--- config.mk ---
export PLATFORM = sky130hd
export DESIGN_NAME = reg_file
export DESIGN_NICKNAME = d
export VERILOG_FILES = /design/src/rtl/reg_file.sv
export SDC_FILE = /design/constraint.sdc
export NUM_CORES = 1
export LEC_CHECK = 0
export CORE_MARGIN = 1
export CORE_UTILIZATION = 35
export CTS_CLUSTER_SIZE = 30
export DETAILED_ROUTE_END_ITERATION = 10
export PLACE_DENSITY = 0.67
export RECOVER_POWER = 50
export SYNTH_ARGS = -nofsm -noshare
export SYNTH_HDL_FRONTEND = slang
export SYNTH_SLANG_ARGS = --single-unit
--- constraint.sdc ---
create_clock -name CLK -period 1.4 [get_ports CLK]
set_input_delay 0.14 -clock CLK [delete_from_list [all_inputs] [get_ports CLK]]
set_output_delay 0.14 -clock CLK [all_outputs]
set_load 0.005 [all_outputs]
--- src/rtl/reg_file.sv ---
// 2**ADDR_WIDTH x DATA_WIDTH register file: two combinational read ports, one synchronous
// write port, per-register "written since reset" flags and optional write-through forwarding.
module reg_file #(
  parameter int unsigned DATA_WIDTH = 8,
  parameter int unsigned ADDR_WIDTH = 3,
  parameter bit          BYPASS     = 1'b1
) (
  input  logic                  CLK,
  input  logic                  RESET,
  input  logic [DATA_WIDTH-1:0] IN,
  input  logic [ADDR_WIDTH-1:0] INADDRESS,
  input  logic                  WRITEENABLE,
  input  logic [ADDR_WIDTH-1:0] OUT1ADDRESS,
  input  logic [ADDR_WIDTH-1:0] OUT2ADDRESS,
  output logic [DATA_WIDTH-1:0] OUT1,
  output logic [DATA_WIDTH-1:0] OUT2,
  output logic                  OUT1VALID,
  output logic                  OUT2VALID
);

  localparam int unsigned Depth = 1 << ADDR_WIDTH;

  logic [DATA_WIDTH-1:0] regs_q [Depth];
  logic [DATA_WIDTH-1:0] regs_d [Depth];
  logic [Depth-1:0]      valid_q;
  logic [Depth-1:0]      valid_d;
  logic                  wr_en;
  logic                  fwd1;
  logic                  fwd2;

  // A write coinciding with reset is dropped; reset wins.
  assign wr_en = WRITEENABLE && !RESET;

  always_comb begin
    regs_d  = regs_q;
    valid_d = valid_q;
    if (wr_en) begin
      regs_d[INADDRESS]  = IN;
      valid_d[INADDRESS] = 1'b1;
    end
  end

  always_ff @(posedge CLK) begin
    if (RESET) begin
      for (int i = 0; i < Depth; i++) begin
        regs_q[i] <= '0;
      end
      valid_q <= '0;
    end else begin
      regs_q  <= regs_d;
      valid_q <= valid_d;
    end
  end

  assign fwd1 = BYPASS && wr_en && (INADDRESS == OUT1ADDRESS);
  assign fwd2 = BYPASS && wr_en && (INADDRESS == OUT2ADDRESS);

  always_comb begin
    OUT1      = regs_q[OUT1ADDRESS];
    OUT2      = regs_q[OUT2ADDRESS];
    OUT1VALID = valid_q[OUT1ADDRESS];
    OUT2VALID = valid_q[OUT2ADDRESS];
    if (fwd1) begin
      OUT1      = IN;
      OUT1VALID = 1'b1;
    end
    if (fwd2) begin
      OUT2      = IN;
      OUT2VALID = 1'b1;
    end
  end

endmodule

After elaboration in Yosys (flattened, before gate mapping)

Index checks and enable logic that the tools add are counted.

Input port bits: 20
Register bits after elaboration: 72
Output and inout bits: 18

$lt $le $gt $ge: 8
Equality and inequality tests: 2
Multiplexer cells: 19
Bitwise operators: 4
Reductions and logical operators: 6

Operators by type and width:

| cell                                                                                 | number |
|---|---|
| 64-bit bitwise mux                                                                   | 1 |
| 8-bit two-way mux                                                                    | 7 |
| 8-bit binary-select mux with 3-bit select                                            | 2 |
| 8-bit demux with 3-bit select                                                        | 1 |
| 4-bit greater-or-equal comparator (second input constant)                            | 3 |
| 3-bit by 4-bit < comparator with 1-bit output (second input constant)                | 3 |
| 3-bit NOT with 4-bit output                                                          | 3 |
| 8-bit bitwise OR                                                                     | 1 |
| 1-bit binary-select mux with 3-bit select                                            | 2 |
| 3-bit equality test                                                                  | 2 |
| 1-bit logical AND                                                                    | 5 |
| 1-bit two-way mux                                                                    | 5 |
| 4-bit by 1-bit < comparator with 1-bit output (second input constant)                | 1 |
| 1-bit demux with 3-bit select                                                        | 1 |
| 3-bit by 1-bit greater-or-equal comparator with 1-bit output (second input constant) | 1 |
| 1-bit zero test                                                                      | 1 |

Depth between registers and ports, before layout

Gate-level depths: netlist (run 1).

Depth after elaboration: 6
Depth in mapped cells: 6
Gate-level depth less buffers: 3

Worst setup path before layout (run 1)

No wires, ideal clock.

Path type: input port to output port
From: input port OUT2ADDRESS[1]
To: output port OUT2[1]
Buffers on the path: 1
Cell stages on the path: 4
Arrival: 1318 ps
Slack: -58 ps
Cell sequence: buf_6 -> mux4_1 -> mux2_2 -> mux2_4

Cells in the longest elaborated chain, start to end: 5

Ends and longest elaborated chain:

| what                                                 | RTL line | source |
|---|---|---|
| from (decl)                                          | 14       | `input logic [ADDR_WIDTH-1:0] OUT2ADDRESS,` |
| 3-bit NOT with 4-bit output (implied by the code)    | 60       | `OUT2 = regs_q[OUT2ADDRESS];` |
| 8-bit binary-select mux with 3-bit select            | 60       |  |
| 8-bit two-way mux (implied by the code) (2 in a row) | 60       |  |
| 8-bit two-way mux (*)                                | 67       | `if (fwd2) begin` |
| to (decl)                                            | 16       | `output logic [DATA_WIDTH-1:0] OUT2,` |

Every way passes the cells marked *; elsewhere a longest branch is shown, timed or not. The select of a mux whose other input is x is not followed.

Worst setup path in the final report (run 1)

From: register regs_q[38] (netlist bit)
To: output port OUT1[6]

Cells in the longest elaborated chain, start to end: 4

Ends and longest elaborated chain:

| what                                                 | RTL line | source |
|---|---|---|
| from (decl)                                          | 23       | `logic [DATA_WIDTH-1:0] regs_q [Depth];` |
| from (signal assigned)                               | 50       | `regs_q <= regs_d;` |
| 8-bit binary-select mux with 3-bit select            | 59       | `OUT1 = regs_q[OUT1ADDRESS];` |
| 8-bit two-way mux (implied by the code) (2 in a row) | 59       |  |
| 8-bit two-way mux                                    | 63       | `if (fwd1) begin` |
| to (decl)                                            | 15       | `output logic [DATA_WIDTH-1:0] OUT1,` |

Every way passes these cells. The select of a mux whose other input is x is not followed.

==> flow_summary.ini, run 1 <==
[routing]
drtIter0Drc = 451
routedWlPerCell_um = 21.9
drc = 5
drtPass1Iterations = 9
vias = 3903
viasPerCell = 6.11
drt_wl_total_um = 14000
drtAntennaViolNets = 0

[clock_network]
clk_pin_slew_ns = 0.06
clkLatencyLatePin_ns = 0.33
cts_root_buf = clkbuf_16
cts-buffers-inserted = 9
clock_sinks = 72
h-tree-depth = 3
cts_buffer_depth = 2
tritoncts = done

[worst_setup_path]
cp.required_ns = 1.26
worst-path-buf-inv = 1
critPathKind = reg -> out
worstPathCellList = mux4_2, mux2_4, mux2_4, buf_6
crit_path_start_kind = flip-flop
crit_arrival_ns = 1.81
crit_family = multiplexers
crit_top_cell = mux2_4
cpMaxStageDelayCell = mux4_2
crit_fanout = 3
cp-end-kind = output pin
crit_path_max_incr_delay_ns = 0.47

[final_layout]
area_delta_synth_final_pct = 33.1
antenna_cells = 0
nets = 511
postLayoutCoreUtil_pct = 48.7
drive_above_1_share_pct = 43.8
register_area_mm2 = 0.00148
fillCellCount = 1016
multiInputGateArea_mm2 = 0.00253

[timing]
setup_slack_ns = -0.549
slew-limit-headroom_pct = 49.7
finalCriticalPeriod_ns = 1.95
fin_tns_setup_ns = -9.83
finalMaxSlewViolations = 0
worst_slew_pin_slew_ns = 0.754
max_freq_mhz = 513
timing.final.crit_share_pct = 139
holdWs_ns = 0.472
rsz0062_at_grt = yes
final-setup-viol-count = 54
hold_viol_final = 0
finalClockSkew_ns = 0

[logic_synthesis]
synth_edf_count = 0
ys_seq_elements = 72
ys.flop_type = dfxtp_1
avgSynthCellArea_um2 = 9.95
yosysWarnings = 0
synth_top_area_share_pct = 33.9
async_flop_share_pct = 0
yosys-top-cells-count = 72 x a21oi_1, 72 x dfxtp_1, 64 x nand3_1, 64 x o21ai_0, 28 x clkbuf_1
synth.area.top_cells = dfxtp_1 34%, mux4_1 14%, a21oi_1 8.5%, nand3_1 7.5%, o21ai_0 7.5%
synth_cells = 427
synth.largest_area_cell = dfxtp_1
seq_area_frac_synth_pct = 33.9
ys_types = 26
syn-cell-area_mm2 = 0.00425
synth_fp_nets = 447

[place]
port-buffer-count = 37
pre_cts_ws_ns = -1.16
post-dp-hpwl_um = 7830
place.gp.congestion = 0.823

[global_route]
grt_pass1_vias = 3858
grt_use_total_pct = 22.7
antenna_found_initial = 0
grt_pass1_wl_um = 21500
grt_max_degree = 73
grt_overflow = 0

[outcome]
violations = DRC, setup timing
run_status = finished, violations left

[die]
core_mm2 = 0.0116
initial_core_util_pct = 36.6
fp.dieW_um = 112
die-height_um = 112
num_rows = 39
ios = 38
die_area_mm2 = 0.0126

[pwr]
power_density_mw_per_mm2 = 953
ir_drop_mv = 0.562
leakagePower_nw = 2.14
power_mw = 5.39

[worst_hold_path]
hp-class = reg -> reg

[run]
drv_cap = 0
cell usage in the layout (no fill, tap or decap), drive strengths merged:
cell type	Yosys	routed
a21oi	72	72
and2	1	1
and3b	1	1
buf	26	90
bufbuf	0	1
bufinv	0	2
clkbuf	28	12
clkdlybuf4s50	0	11
clkinv	0	3
clkinvlp	0	1
dfxtp	72	72
dlygate4sd2	0	2
dlygate4sd3	0	1
mux2	32	32
mux2i	2	2
mux4	36	36
nand2	3	3
nand2b	2	2
nand3	64	64
nand3b	1	1
nand4	2	2
nor2	9	9
nor2b	3	3
nor3b	1	1
o21ai	64	64
or2	1	1
or3b	1	1
xnor2	6	6
routing by layer:
metal	track usage (%)	vias to the layer above	part of all wire, %	wire length, um
met2	35.8	261	46	6430
li1	-	1721	-	-
met1	29.0	1875	38	5330
met3	6.10	46	12	1680
met5	0	-	0	0
met4	11.0	0	3.7	523
cell type report:
class,instances,share of cell area [%]
Timing Repair Buffer,107,20.2
Clock inverter,6,1.46
Tap cell,143,3.17
Clock buffer,10,4.23
Multi-Input combinational cell,301,44.7
Sequential cell,72,26.3
kinds of logic after synthesis:
logic type             Yosys count  synth area share (%)
AO/OA/AOI/OAI                  136                  16.0
XOR/XNOR                         6                  1.24
buffers and inverters           54                  6.39
flip-flops                      72                  33.9
multiplexers                    70                  31.3
AND/OR/NAND/NOR                 89                  11.1
power breakdown:
group / total, mW / internal (mW) / switching (mW)
registers: 2.10 / 2.08 / 0.0215
logic: 0.825 / 0.404 / 0.422
clock network: 2.46 / 1.60 / 0.863
metrics by stage:
step | instance area, um^2 | instances
CTS | 5640 | 638
finish | 5650 | 639
global placement | 5040 | 603
global route | 5650 | 639
floorplan | 4270 | 427
detailed placement | 5040 | 603
sequential cells by signal, summed over array words and instances (netlist names):
register	cells
regs_q	64
valid_q	8
final timing paths:
check	startpoint	slack [ns]	cells after the start	endpoint
max	regs_q[38]	-0.55	4	OUT1[6]
min	valid_q[7]	0.47	2	valid_q[7]
max reg2reg	regs_q[33]	0.56	3	regs_q[33]
min reg2reg	valid_q[7]	0.47	2	valid_q[7]
worst reg2reg max path, delay by kind of cell, from the launching register on:
family / cells / cell delay (ns)
flops: 1 / 0.33
compound gates: 2 / 0.23
buf+inv: 1 / 0.13
what timing repair did:
item / CTS / global route
setup buffers: 13 / 1
endpoints found under the setup margin: 50 / 32
pin swaps: 2 / 3
cloned: 6 / 0
gates resized for setup: 180 / 13
hold buffers: 0 / 0
Note: power is estimated with default switching activity, not from simulation.
==> inputs of run 2 (changes only) <==
CAP_MARGIN = 20   (was default)
PLACE_DENSITY = 0.65   (was 0.67)
clock period = 2.3 ns   (was 1.4 ns; I/O delays follow)
==> flow_summary.ini, run 2 (synthesized netlist as in run 1, its figures left out) <==
[place]
post-dp-hpwl_um = 7670
port-buffer-count = 37
placed_area_mm2 = 0.00491
dp.cells = 591
place.gp.congestion = 0.812

[worst_setup_path]
cp.required_ns = 2.07
crit-reg2reg-launch = regs_q[58]
crit_fanout = 7
timing.rr.end = regs_q[58]
reg2reg_setup_slack_ns = 1.54
worst_r2r_path_depth = 2
cp-end-kind = output pin
crit_path_start_kind = primary input
crit_arrival_ns = 1.99
critPathKind = in -> out

[die]
initial_core_util_pct = 36.6
die_area_mm2 = 0.0126
fp.dieW_um = 112
ios = 38
num_rows = 39
core_mm2 = 0.0116
die-height_um = 112

[worst_hold_path]
whs_endpoint = regs_q[26]
hp-class = reg -> reg
holdCritStartpoint = regs_q[26]
holdPathStages = 2

[final_layout]
drive_above_1_share_pct = 25.0
final_area_mm2 = 0.00533
postLayoutCoreUtil_pct = 45.9
stdcell_count = 615
antenna_cells = 0
top_register = regs_q
reg_top3 = regs_q (64), valid_q (8)
area_delta_synth_final_pct = 25.5
largest_register_ffs = 64
most-common-layout-cells = 72 x a21oi_1, 72 x dfxtp_1, 64 x nand3_1, 64 x o21ai_0, 32 x buf_4
nets = 487

[pwr]
ir_drop_mv = 0.346
leakagePower_nw = 2.11
power_density_mw_per_mm2 = 616
netSwitchingFraction_pct = 23.9
power.switching_mw = 0.785
combPwrFrac_pct = 13.1
pwr-share-clk_pct = 48.0
power_mw = 3.29
p_seq_share_pct = 38.8
p_int_mw = 2.50

[global_route]
grt_pass1_vias = 3698
grt_use_total_pct = 21.7
antenna_found_initial = 0
grt_overflow = 0
grt_pass1_wl_um = 20700
grt_max_degree = 76

[clock_network]
cts_buffer_depth = 2
clk_pin_slew_ns = 0.06
cts-buffers-inserted = 9
hold_buffers = 0
cts_root_buf = clkbuf_16
clkLatencyLatePin_ns = 0.33
h-tree-depth = 3
clock_sinks = 72
tritoncts = done

[timing]
slew-limit-headroom_pct = 39.5
worst_slew_pin_slew_ns = 0.908
finalClockSkew_ns = 0
final-setup-viol-count = 0
hold_viol_final = 0
rsz0062_at_grt = no
finalCriticalPeriod_ns = 2.22
holdWs_ns = 0.485
max_freq_mhz = 450
timing.final.crit_share_pct = 96.6
finalMaxSlewViolations = 0

[routing]
routedWlPerCell_um = 21.6
drt_wl_total_um = 13300
viasPerCell = 6.21
vias = 3818
drtIter0Drc = 402
drtAntennaViolNets = 0
drc = 4
drtPass1Iterations = 8

[outcome]
violations = DRC
run_status = finished, violations left

[run]
drv_cap = 0
[run 2: per-stage QoR]
step / worst slack (ns) / setup TNS, ns
2_1_floorplan: 0.662 / 0
3_3_place_gp: -0.417 / -6.55
3_5_place_dp: -0.431 / -6.62
4_1_cts: 0.0768 / 0
5_1_grt: 0.00953 / 0
6_report: 0.0790 / 0
[run 2: metal layers]
layer  up-vias  track usage, %  share of wire [%]
li1       1698               -                  -
met1      1899            28.7                 41
met2       204            34.7                 47
met3        17            5.89                 10
met4         0            6.67                1.5
met5         -               0                  0
[run 2: critical path, cell delays in order]
cell and delay (ns):
buf_2 0.14, bufbuf_16 0.29, buf_4 0.14, mux4_2 0.49
mux2i_1 0.18, nand2_1 0.08, clkdlybuf4s50_1 0.45
[run 2: layout make-up]
class	count	area, um^2
Clock buffer	12	267
Clock inverter	4	73.8
Fill cell	1084	6280
Multi-Input combinational cell	301	2540
Sequential cell	72	1440
Tap cell	143	179
Timing Repair Buffer	83	835
[run 2: power by group through the flow]
stage                     combinational [mW]  clock (mW)  sequential [mW]
final                                  0.432        1.58             1.28
after detailed placement               0.401           0             1.30
after floorplan                        0.234           0             1.30
after CTS                              0.431        1.58             1.28
after global routing                   0.455        1.64             1.28
after global placement                 0.396           0             1.30
[run 2: how the worst max path moves through the flow]
stage	from	endpoint	slack, ns	cells past startpoint
finish	OUT2ADDRESS[0]	OUT2VALID	0.08	7
global route	OUT2ADDRESS[0]	OUT2VALID	0.01	7
CTS	OUT2ADDRESS[0]	OUT2VALID	0.08	7
detailed placement	OUT1ADDRESS[0]	OUT1[5]	-0.43	6
global placement	OUT1ADDRESS[0]	OUT1[3]	-0.42	6
floorplan	OUT2ADDRESS[1]	OUT2[1]	0.66	4
[run 2: repair_timing]
item / 4_1_cts / 5_1_grt
resized for setup: 39 / 0
buffers inserted: 4 / 0
endpoints found under the setup margin: 18 / 0
==> inputs of run 3 (changes only) <==
ABC_AREA = 1   (was default)
==> flow_summary.ini, run 3 <==
[outcome]
run_status = finished, violations left
violations = DRC

[logic_synthesis]
avgSynthCellArea_um2 = 6.16
synth_top_area_share_pct = 34.4
yosys-top-cells-count = 181 x nand2_1, 116 x nand3_1, 80 x a21oi_1
ys_seq_elements = 72
seq_area_frac_synth_pct = 34.4
synth.most_common_cell = nand2_1
ys.flop_type = dfxtp_1
synth.area.top_cells = dfxtp_1 34%, nand2_1 16%, nand3_1 14%, a21oi_1 9.6%, o21ai_0 7.9%
async_flop_share_pct = 0
synth.largest_area_cell = dfxtp_1
yosysWarnings = 0
ys_types = 18
synth_fp_nets = 700
syn-cell-area_mm2 = 0.00419
synth_cells = 680
synth_edf_count = 0

[global_route]
grt_pass1_wl_um = 22900
grt_max_degree = 65
grt_use_met1_pct = 31.1
busiest_layer = met2
grt_use_total_pct = 23.8
use_met3_pct = 5.88
grt_pass1_vias = 4401
use_met2_pct = 36.9
antenna_found_initial = 0
grt_overflow = 0

[worst_setup_path]
crit_top_cell = nand2_1
reg2reg_setup_slack_ns = 1.67
critPathKind = in -> out
crit_path_max_incr_delay_ns = 0.51
crit_path_start_kind = primary input
crit_fanout = 8
cp.required_ns = 2.07
crit-reg2reg-launch = valid_q[1]
cpMaxStageDelayCell = clkdlybuf4s50_1
worstPathCellList = clkdlybuf4s50_1, nor2_4, nand2_1, nor2_2, nand2_2, inv_4, nand2_1, nand2_1, clkdlybuf4s50_1
crit_start = RESET
cp-end-kind = output pin
crit_arrival_ns = 1.99

[die]
die_area_mm2 = 0.0124
initial_core_util_pct = 36.2
die-height_um = 111
core_mm2 = 0.0116
fp.dieW_um = 111
num_rows = 39
ios = 38

[pwr]
ir_drop_mv = 0.367
power_mw = 3.39
power_density_mw_per_mm2 = 659
leakagePower_nw = 2.37

[timing]
finalMaxSlewViolations = 0
slew-limit-headroom_pct = 37.5
setup_slack_ns = 0.0792
fin_tns_setup_ns = 0
timing.final.crit_share_pct = 96.6
worst_slew_pin_slew_ns = 0.937
hold_viol_final = 0
finalCriticalPeriod_ns = 2.22
holdWs_ns = 0.469
final-setup-viol-count = 0
finalClockSkew_ns = 0
max_freq_mhz = 450

[final_layout]
antenna_cells = 0
final_area_mm2 = 0.00514
most-common-layout-cells = 181 x nand2_1, 115 x nand3_1, 80 x a21oi_1, 72 x dfxtp_1, 71 x inv_1
nets = 735
final_common_cell = nand2_1
postLayoutCoreUtil_pct = 44.5
reg_top3 = regs_q (64), valid_q (8)
stdcell_count = 863
top_register = regs_q
area_delta_synth_final_pct = 22.7
largest_register_ffs = 64
drive_above_1_share_pct = 10.4

[run]
drv_cap = 0

[routing]
drt_wl_total_um = 14400
viasPerCell = 5.50
drc = 6
drtIter0Drc = 544
vias = 4749
drtAntennaViolNets = 0
routedWlPerCell_um = 16.7
drtPass1Iterations = 9

[clock_network]
hold_buffers = 0
clkLatencyLatePin_ns = 0.33
tritoncts = done
clk_pin_slew_ns = 0.06
cts_buffer_depth = 2
cts-buffers-inserted = 9
cts_root_buf = clkbuf_16
h-tree-depth = 3
clock_sinks = 72

[place]
dp.cells = 846
pre_cts_ws_ns = -0.0366
post-dp-hpwl_um = 9320
port-buffer-count = 37
placed_area_mm2 = 0.00479
place.gp.congestion = 0.919

[worst_hold_path]
hp-class = reg -> reg
holdCritStartpoint = regs_q[4]
## run 3: cell types whose count changed after synthesis, moves of 8 or more
cell	before	now
a21oi_1	72	80
clkbuf_1	28	20
inv_1	0	71
inv_2	0	9
mux2_2	18	0
mux2_4	14	0
mux4_1	23	0
mux4_2	13	0
nand2_1	3	181
nand3_1	64	116
## run 3: layer usage
metal	routed length, um	up-vias
li1	-	2264
met1	6050	2162
met2	6360	276
met3	1440	47
met4	584	0
met5	0	-
## run 3: layout make-up
| type | instances | area, um^2 |
|---|---|---|
| fill | 1194 | 6420 |
| tap | 143 | 179 |
| timing repair buffer | 73 | 704 |
| clock buffer | 10 | 239 |
| sequential | 72 | 1440 |
| inverter | 81 | 309 |
| multi-input combinational | 478 | 2190 |
| clock inverter | 6 | 82.6 |
## run 3: kinds of logic after synthesis
kind of cell    Yosys count  share of synthesized area [%]
buf+inv                 130                           13.3
flops                    72                           34.4
simple gates            326                           34.2
compound gates          152                           18.2
## run 3: path summary, 6_finish.rpt
path	end	cells after the start
max	OUT1[0]	9
min reg2reg	regs_q[4]	2
min	regs_q[4]	2
max reg2reg	valid_q[1]	2
## run 3: worst max-delay path, delay by kind of cell
kind,cells,cell delay [ns]
buffers and inverters,3,1.13
AND/OR/NAND/NOR,6,0.63
## run 3: repair_timing
| action | 4_1_cts | 5_1_grt |
|---|---|---|
| resized for setup | 3 | 19 |
| cloned | 0 | 0 |
| pin swaps | 0 | 1 |
| setup endpoints to repair | 4 | 18 |
| setup buffers | 1 | 0 |
## run 3: where the power goes
group | switching (mW) | internal (mW) | leakage [nW]
logic | 0.350 | 0.235 | 1.63
clock network | 0.550 | 0.973 | 0.158
registers | 0.00856 | 1.28 | 0.583
